==> src/rtl/handshake_sync_rx.sv <==
// handshake_sync_rx
//   Clocked receiver for a two-phase bundled-data asynchronous pipeline stage.
//   The upstream request is synchronised into clk. Each new request phase
//   captures data_in into a small FIFO and returns the acknowledge phase.
//   The FIFO contents are presented as a first-word-fall-through valid/ready
//   stream. When the FIFO is full, acknowledges are withheld so that the
//   upstream stage stalls.
//
// Ports
//   clk        clock
//   rst        asynchronous active-low reset
//   req_in     two-phase request (one transition per token)
//   data_in    bundled data, stable from before req_in toggles until ack_out toggles
//   ack_out    two-phase acknowledge, toggles once per captured token
//   out_data   head-of-FIFO data (holds its last value while empty)
//   out_valid  FIFO non-empty
//   out_ready  downstream accepts the head on out_valid && out_ready
//   count      FIFO occupancy
module handshake_sync_rx #(
  parameter int DATA_W      = 3,
  parameter int DEPTH       = 4,
  parameter int SYNC_STAGES = 2,
  localparam int PTR_W      = $clog2(DEPTH),
  localparam int CNT_W      = $clog2(DEPTH + 1)
) (
  input  logic              clk,
  input  logic              rst,
  input  logic              req_in,
  input  logic [DATA_W-1:0] data_in,
  output logic              ack_out,
  output logic [DATA_W-1:0] out_data,
  output logic              out_valid,
  input  logic              out_ready,
  output logic [CNT_W-1:0]  count
);

  logic [SYNC_STAGES-1:0] sync_q, sync_d;
  logic                   phase_q, phase_d;
  logic                   ack_q, ack_d;
  logic [PTR_W-1:0]       wr_ptr_q, wr_ptr_d;
  logic [PTR_W-1:0]       rd_ptr_q, rd_ptr_d;
  logic [CNT_W-1:0]       count_q, count_d;
  logic                   valid_q, valid_d;
  logic [DATA_W-1:0]      out_data_q, out_data_d;
  logic [DATA_W-1:0]      mem_q [DEPTH];

  logic req_s;
  logic pending;
  logic do_wr;
  logic do_rd;

  always_comb begin
    // Shift chain: bit 0 takes the raw request, the top bit is the synchronised level.
    sync_d  = {sync_q[SYNC_STAGES-2:0], req_in};
    req_s   = sync_q[SYNC_STAGES-1];

    // A token is waiting whenever the synchronised level differs from the
    // level of the last token we accepted.
    pending = (req_s != phase_q);

    // Fullness is judged on the pre-edge count, so a read on the same edge
    // does not free room for a capture until the following edge.
    do_wr   = pending && (count_q < CNT_W'(DEPTH));
    do_rd   = (count_q != '0) && out_ready;

    phase_d  = phase_q ^ do_wr;
    ack_d    = phase_d;
    wr_ptr_d = wr_ptr_q + PTR_W'(do_wr);
    rd_ptr_d = rd_ptr_q + PTR_W'(do_rd);

    count_d = count_q;
    case ({do_wr, do_rd})
      2'b10:   count_d = count_q + CNT_W'(1);
      2'b01:   count_d = count_q - CNT_W'(1);
      default: count_d = count_q;
    endcase

    valid_d = (count_d != '0);

    // Registered head: look ahead to the entry the read pointer will point
    // at after this edge. If that entry is the one being written right now,
    // the memory does not hold it yet, so take it straight from data_in.
    // While the FIFO becomes/stays empty the last value is held.
    out_data_d = out_data_q;
    if (count_d != '0) begin
      if (do_wr && (wr_ptr_q == rd_ptr_d)) begin
        out_data_d = data_in;
      end else begin
        out_data_d = mem_q[rd_ptr_d];
      end
    end
  end

  always_ff @(posedge clk or negedge rst) begin
    if (!rst) begin
      sync_q     <= '0;
      phase_q    <= 1'b0;
      ack_q      <= 1'b0;
      wr_ptr_q   <= '0;
      rd_ptr_q   <= '0;
      count_q    <= '0;
      valid_q    <= 1'b0;
      out_data_q <= '0;
    end else begin
      sync_q     <= sync_d;
      phase_q    <= phase_d;
      ack_q      <= ack_d;
      wr_ptr_q   <= wr_ptr_d;
      rd_ptr_q   <= rd_ptr_d;
      count_q    <= count_d;
      valid_q    <= valid_d;
      out_data_q <= out_data_d;
    end
  end

  // Storage has no reset: occupancy and pointers alone decide what is valid.
  always_ff @(posedge clk) begin
    if (do_wr) begin
      mem_q[wr_ptr_q] <= data_in;
    end
  end

  assign ack_out   = ack_q;
  assign out_valid = valid_q;
  assign out_data  = out_data_q;
  assign count     = count_q;

endmodule

==> config.mk <==
export PLATFORM = sky130hd
export DESIGN_NAME = handshake_sync_rx
export DESIGN_NICKNAME = d
export VERILOG_FILES = /design/src/rtl/handshake_sync_rx.sv
export SDC_FILE = /design/constraint.sdc
export NUM_CORES = 1
export LEC_CHECK = 0
export ABC_AREA = 1
export ABC_CLOCK_PERIOD_IN_PS = 2900
export BUFFER_PORTS_ARGS = -buffer_cell sky130_fd_sc_hd__buf_2
export CAP_MARGIN = 10
export CORE_ASPECT_RATIO = 1.4
export CORE_UTILIZATION = 40
export DETAILED_ROUTE_END_ITERATION = 10
export GPL_TIMING_DRIVEN = 0
export PLACE_DENSITY = 0.65
export SLEW_MARGIN = 20
export SYNTH_ARGS = -nofsm -noshare
export SYNTH_HDL_FRONTEND = slang
export SYNTH_SLANG_ARGS = --single-unit
==> constraint.sdc <==
create_clock -name clk -period 2.9 [get_ports clk]
set_clock_uncertainty 0.05 [all_clocks]
set_input_delay 0.29 -clock clk [delete_from_list [all_inputs] [get_ports clk]]
set_output_delay 0.29 -clock clk [all_outputs]
set_load 0.01 [all_outputs]
Word level (Yosys, flattened, before mapping)
Memory sizes are Yosys's and may differ from the RTL's. A register that Yosys moved wholly into a read port is not among the register bits. Index checks and enable logic that the tools add are counted.

Input port bits: 7. Memories: 1. RAM bits: 12. Bits in registers: 11. Word-level logic and storage cells: 24. Output and inout bits: 8. Bits in latches: 0. Bits in read-only memories: 0.

Bitwise gates (word level): 1. Shift operators: 0. Eq/ne operators: 3. Multiply operators: 0. Reductions and logical operators: 5. $add $sub $neg: 4. Muxes and demuxes: 3. Div/mod/pow operators: 0. Order comparisons: 1.

Memories: mem_q (depth 4, width 3, read ports 1, clocked after Yosys merged registers in 1, write ports 1, line 45) `logic [DATA_W-1:0] mem_q [DEPTH];`.

Operators with widths (number): case mux 3 bit (2 select lines) (1); nonzero test 3 bit (2); adder 2 x 1 -> 2 bit (2); adder 3 x 1 -> 3 bit (second input constant) (1); < comparator 3 bit (second input constant) (1); subtractor 3 x 1 -> 3 bit (second input constant) (1); equality test 2 x 1 -> 1 bit (second input constant) (1); equality test 2 bit (second input constant) (1); logical AND 1 bit (2); two-way mux 1 bit (2); zero test 1 bit (1); inequality test 1 bit (1); XOR 1 bit (1).

Depth between registers and ports, before layout
Depth in word-level cells: 5. Depth in mapped cells: 15. Mapped depth without buffers: 15.

Least setup slack after synthesis
Ideal clock, no wire load.

Path kind: register -> register. Start point: register count_q[2] (netlist: count[2]). End point: register out_data_q[0] (netlist: out_data[0]), read port of mem_q. Required time: 2.734 ns. Stages on the path, launching flop included: 11. Arrival: 1.869 ns. Setup time: 0.116 ns. Clock period less this slack: 2.036 ns. Slack: 0.864 ns. Buffers on the path: 0. Cell sequence: dfrtp_1 > inv_1 > a31oi_1 > ha_1 > inv_1 > fa_1 > o21ai_1 > nor2_4 > nand2_4 > nand2_1 > nand2_1.

Word-level cells in the longest chain between the ends: 5. Elaborated cells between the ends (all ways): 11. Those cells by class: 3 x add/sub; 1 x order compare; 2 x eq/ne; 1 x mux; 4 x reduce/logical.

RTL lines: start: declaration (line 42) `logic [CNT_W-1:0] count_q, count_d;`; start signal: assignment (line 110) `count_q <= count_d;`; < comparator 3 bit or nonzero test 3 bit (tied branches) (line 63, 64); logical AND 1 bit, on equally long branches (line 63, 64); equality test 2 x 1 -> 1 bit or equality test 2 bit (tied branches) (line 72) `case ({do_wr, do_rd})`; case mux 3 bit (2 select lines) * (line 72); named net count_d[1] (line 42); nonzero test 3 bit *; named net valid_d (line 43) `logic valid_q, valid_d;`; end: declaration (line 44) `logic [DATA_W-1:0] out_data_q, out_data_d;`.

The timed path passes the listed nets; every way through them passes the cells marked *.

Worst setup path after layout
Start point: register count_q[2] (netlist: count[2]). End point: register out_data_q[1] (netlist: out_data[1]), read port of mem_q.

Same word-level chain as after synthesis.

==> results.sh <==
export IMPL_clockBufferDepth=2
export IMPL_die_w_um=48.84
export IMPL_hold_violations=0
export IMPL_drv_cap=0
export IMPL_fp_dieArea_um2=3300
export IMPL_grt_pass1_wl_um=4022
export IMPL_clk_latency_ps=270
export IMPL_finalSetupViolations=0
export IMPL_via_per_inst=4.701
export IMPL_drive_above_1_share=0.2245
export IMPL_tns_ps=0
export IMPL_fillCellCount=280
export IMPL_cp_slowest_cell="dfrtp_1"
export IMPL_pin_count=15
export IMPL_hold_path_class="in2reg"
export IMPL_htreeDepth=1
export IMPL_die_h_um=67.58
export IMPL_cts_root_buf="clkbuf_8"
export IMPL_synth_cell_types=22
export IMPL_core_region_area_um2=2907
export IMPL_worst_pin_slew_ps=477.0
export IMPL_cts_resized=0
export IMPL_crit_chain="inv_1 > a31oi_1 > ha_1 > inv_1 > fa_1 > nand2_1 > nand3_1 > nand2_1 > nand2_1 > inv_2 > nand2_4 > nand2_1 > nand2_1"
export IMPL_drtIter0Drc=7
export IMPL_wl_per_cell_um=11.92
export IMPL_startpoint_type="flip-flop"
export IMPL_synthMuxAreaShare=0
export IMPL_outcome="finished clean"
export IMPL_rsz0062_at_grt="false"
export IMPL_yosysWarningCount=0
export IMPL_first_global_vias=909
export IMPL_post_place_ws_ps=698.3
export IMPL_max_freq_mhz=450.5
export IMPL_syn_cell_area_um2=1229
export IMPL_row_count=23
export IMPL_ctsHoldBuffers=1
export IMPL_synth_compound_area_frac=0.01324
export IMPL_routed_via_count=865
export IMPL_crit_type="reg2reg"
export IMPL_areaGrowthSynthToFinish_pct=13.95
export IMPL_synth_top_family_by_area="simple AND/OR/NAND/NOR gates"
export IMPL_final_seq_area_um2=710.7
export IMPL_synthSimpleGateAreaFrac=0.2841
export IMPL_grt_use_total=0.1654
export IMPL_synth_xor_area_share=0.01426
export IMPL_cts_setup_buffers=0
export IMPL_relSlewSlack=0.6795
export IMPL_start_util=0.4227
export IMPL_io_buffers=14
export IMPL_path_max_fanout=5
export IMPL_min_delay_start="req_in"
export IMPL_ant_nets=0
export IMPL_post_route_period_util=0.7654
export IMPL_synth_avg_cell_area_um2=9.599
export IMPL_netlist_instances=128
export IMPL_final_max_slew_viol_count=0
export IMPL_synth_fa_ha_area_frac=0.04684
export IMPL_worstSetupEndpointType="flip-flop"
export IMPL_synth_seq_cells=26
export IMPL_critPathMaxStageDelay_ps=400
export IMPL_cp_data_required_time_ps=3010
export IMPL_ir_drop_mv=0.6870
export IMPL_min_period_ps=2220
export IMPL_antenna_found_initial=0
export IMPL_crit_top_cell="nand2_1"
export IMPL_crit_start="count[2]"
export IMPL_cts_buffers=3
export IMPL_power_density_nw_per_um2=1252
export IMPL_gp_congestion=0.7784
export IMPL_hpwl_um=1721
export IMPL_mostFrequentLayoutCell="nand2_1"
export IMPL_seq_area_frac_synth=0.5784
export IMPL_clk_pin_slew_worst_paths_ps=80
export IMPL_cts_tree="yes"
export IMPL_drc=0
export IMPL_clkSinkCount=26
export IMPL_final_cell_mix="nand2_1 (54), dfrtp_1 (14), buf_2 (14)"
export IMPL_diodes=0
export IMPL_arrival_ps=2330
export IMPL_drtPass1Iterations=4
export IMPL_syn_nets=139
export IMPL_gr_total_overflow=0
export IMPL_rr_startpoint="count[2]"
export IMPL_setup_ws_ps=680.3
export IMPL_drt_wl_total_um=2193
export IMPL_leakage_nw=0.6920
export IMPL_multi_input_area_um2=440.4
export IMPL_finalNetCount=159
export IMPL_grt_max_degree=15
[cell type report]
cell class / instances / share of cell area
Sequential cell: 26 / 0.5076
Multi-Input combinational cell: 84 / 0.3146
Timing Repair Buffer: 15 / 0.05719
Inverter: 17 / 0.04736
Tap cell: 37 / 0.03307
Clock buffer: 4 / 0.03217
Buffer: 1 / 0.008043
[path summary, 6_finish.rpt]
check | endpoint | slack (ps) | cells past startpoint
worst max register to register | out_data[1] | 680 | 13
worst max-delay path | out_data[1] | 680 | 13
worst min register to register | sync_q[1] | 310 | 0
max in group asynchronous | rd_ptr_q[1] | 2180 | 2
worst min-delay path | sync_q[0] | 70 | 1
min in group asynchronous | wr_ptr_q[0] | 390 | 2
[kinds of logic after synthesis]
group,count (synthesis)
simple gates,75
fa+ha+maj,4
xor+xnor,2
buf+inv,18
compound gates,3
flops,26
[metrics by stage]
stage	total power (W)	hold slack (ps)	instance area, um^2	cells	util
2_1_floorplan	0.001332	-55.59	1229	128	-
3_3_place_gp	0.001521	147.4	1345	179	0.4628
3_5_place_dp	0.001561	153.1	1345	179	0.4628
4_1_cts	0.001774	65.30	1400	184	0.4817
5_1_grt	0.001954	54.48	1400	184	0.4817
6_report	0.001753	71.59	1400	184	0.4817
[sequential cells by signal (all words and copies together), names as in the netlist, named ones only]
signal	count
count	3
mem_q	12
out_data	3
out_valid	1
rd_ptr_q	2
sync_q	2
wr_ptr_q	2
[synthesized netlist by cell type]
cell type / count / share of area
nand2_2: 3 / 0.015
inv_2: 6 / 0.018
nand2_1: 54 / 0.16
nor2_4: 2 / 0.018
a31oi_1: 1 / 0.0051
xnor2_1: 1 / 0.0071
nand3_1: 8 / 0.033
inv_4: 1 / 0.0051
edfxtp_1: 12 / 0.29
fa_1: 1 / 0.016
buf_6: 1 / 0.0092
nand4_1: 1 / 0.0051
nand3_2: 1 / 0.0081
nor3_1: 4 / 0.016
nand2_4: 1 / 0.0092
o21ai_0: 1 / 0.0041
dfrtp_1: 14 / 0.29
inv_1: 10 / 0.031
ha_1: 3 / 0.031
xor2_1: 1 / 0.0071
o21ai_1: 1 / 0.0041
nand3_4: 1 / 0.014
[report_power, final]
group	switching, W	internal [W]
clock network	0.000106	0.0000982
logic	0.000617	0.000338
registers	0.0000742	0.000520
total	0.000797	0.000956
[critical path: cells and delay by family (launching register included)]
kind / cells / cell delay (ps)
and+or+nand+nor: 7 / 510
AOI/OAI and AO/OA: 1 / 250
buffers and inverters: 3 / 300
adders and majority gates: 2 / 600
DFF: 1 / 400
[routing by layer]
layer / up-vias / track usage / routed length [um]
li1: 443 / - / -
met1: 401 / 0.1836 / 944
met4: 0 / 0.09191 / 51
met5: - / 0 / 0
met2: 16 / 0.2969 / 1129
met3: 5 / 0.03378 / 68
(Power assumes the default switching activity.)
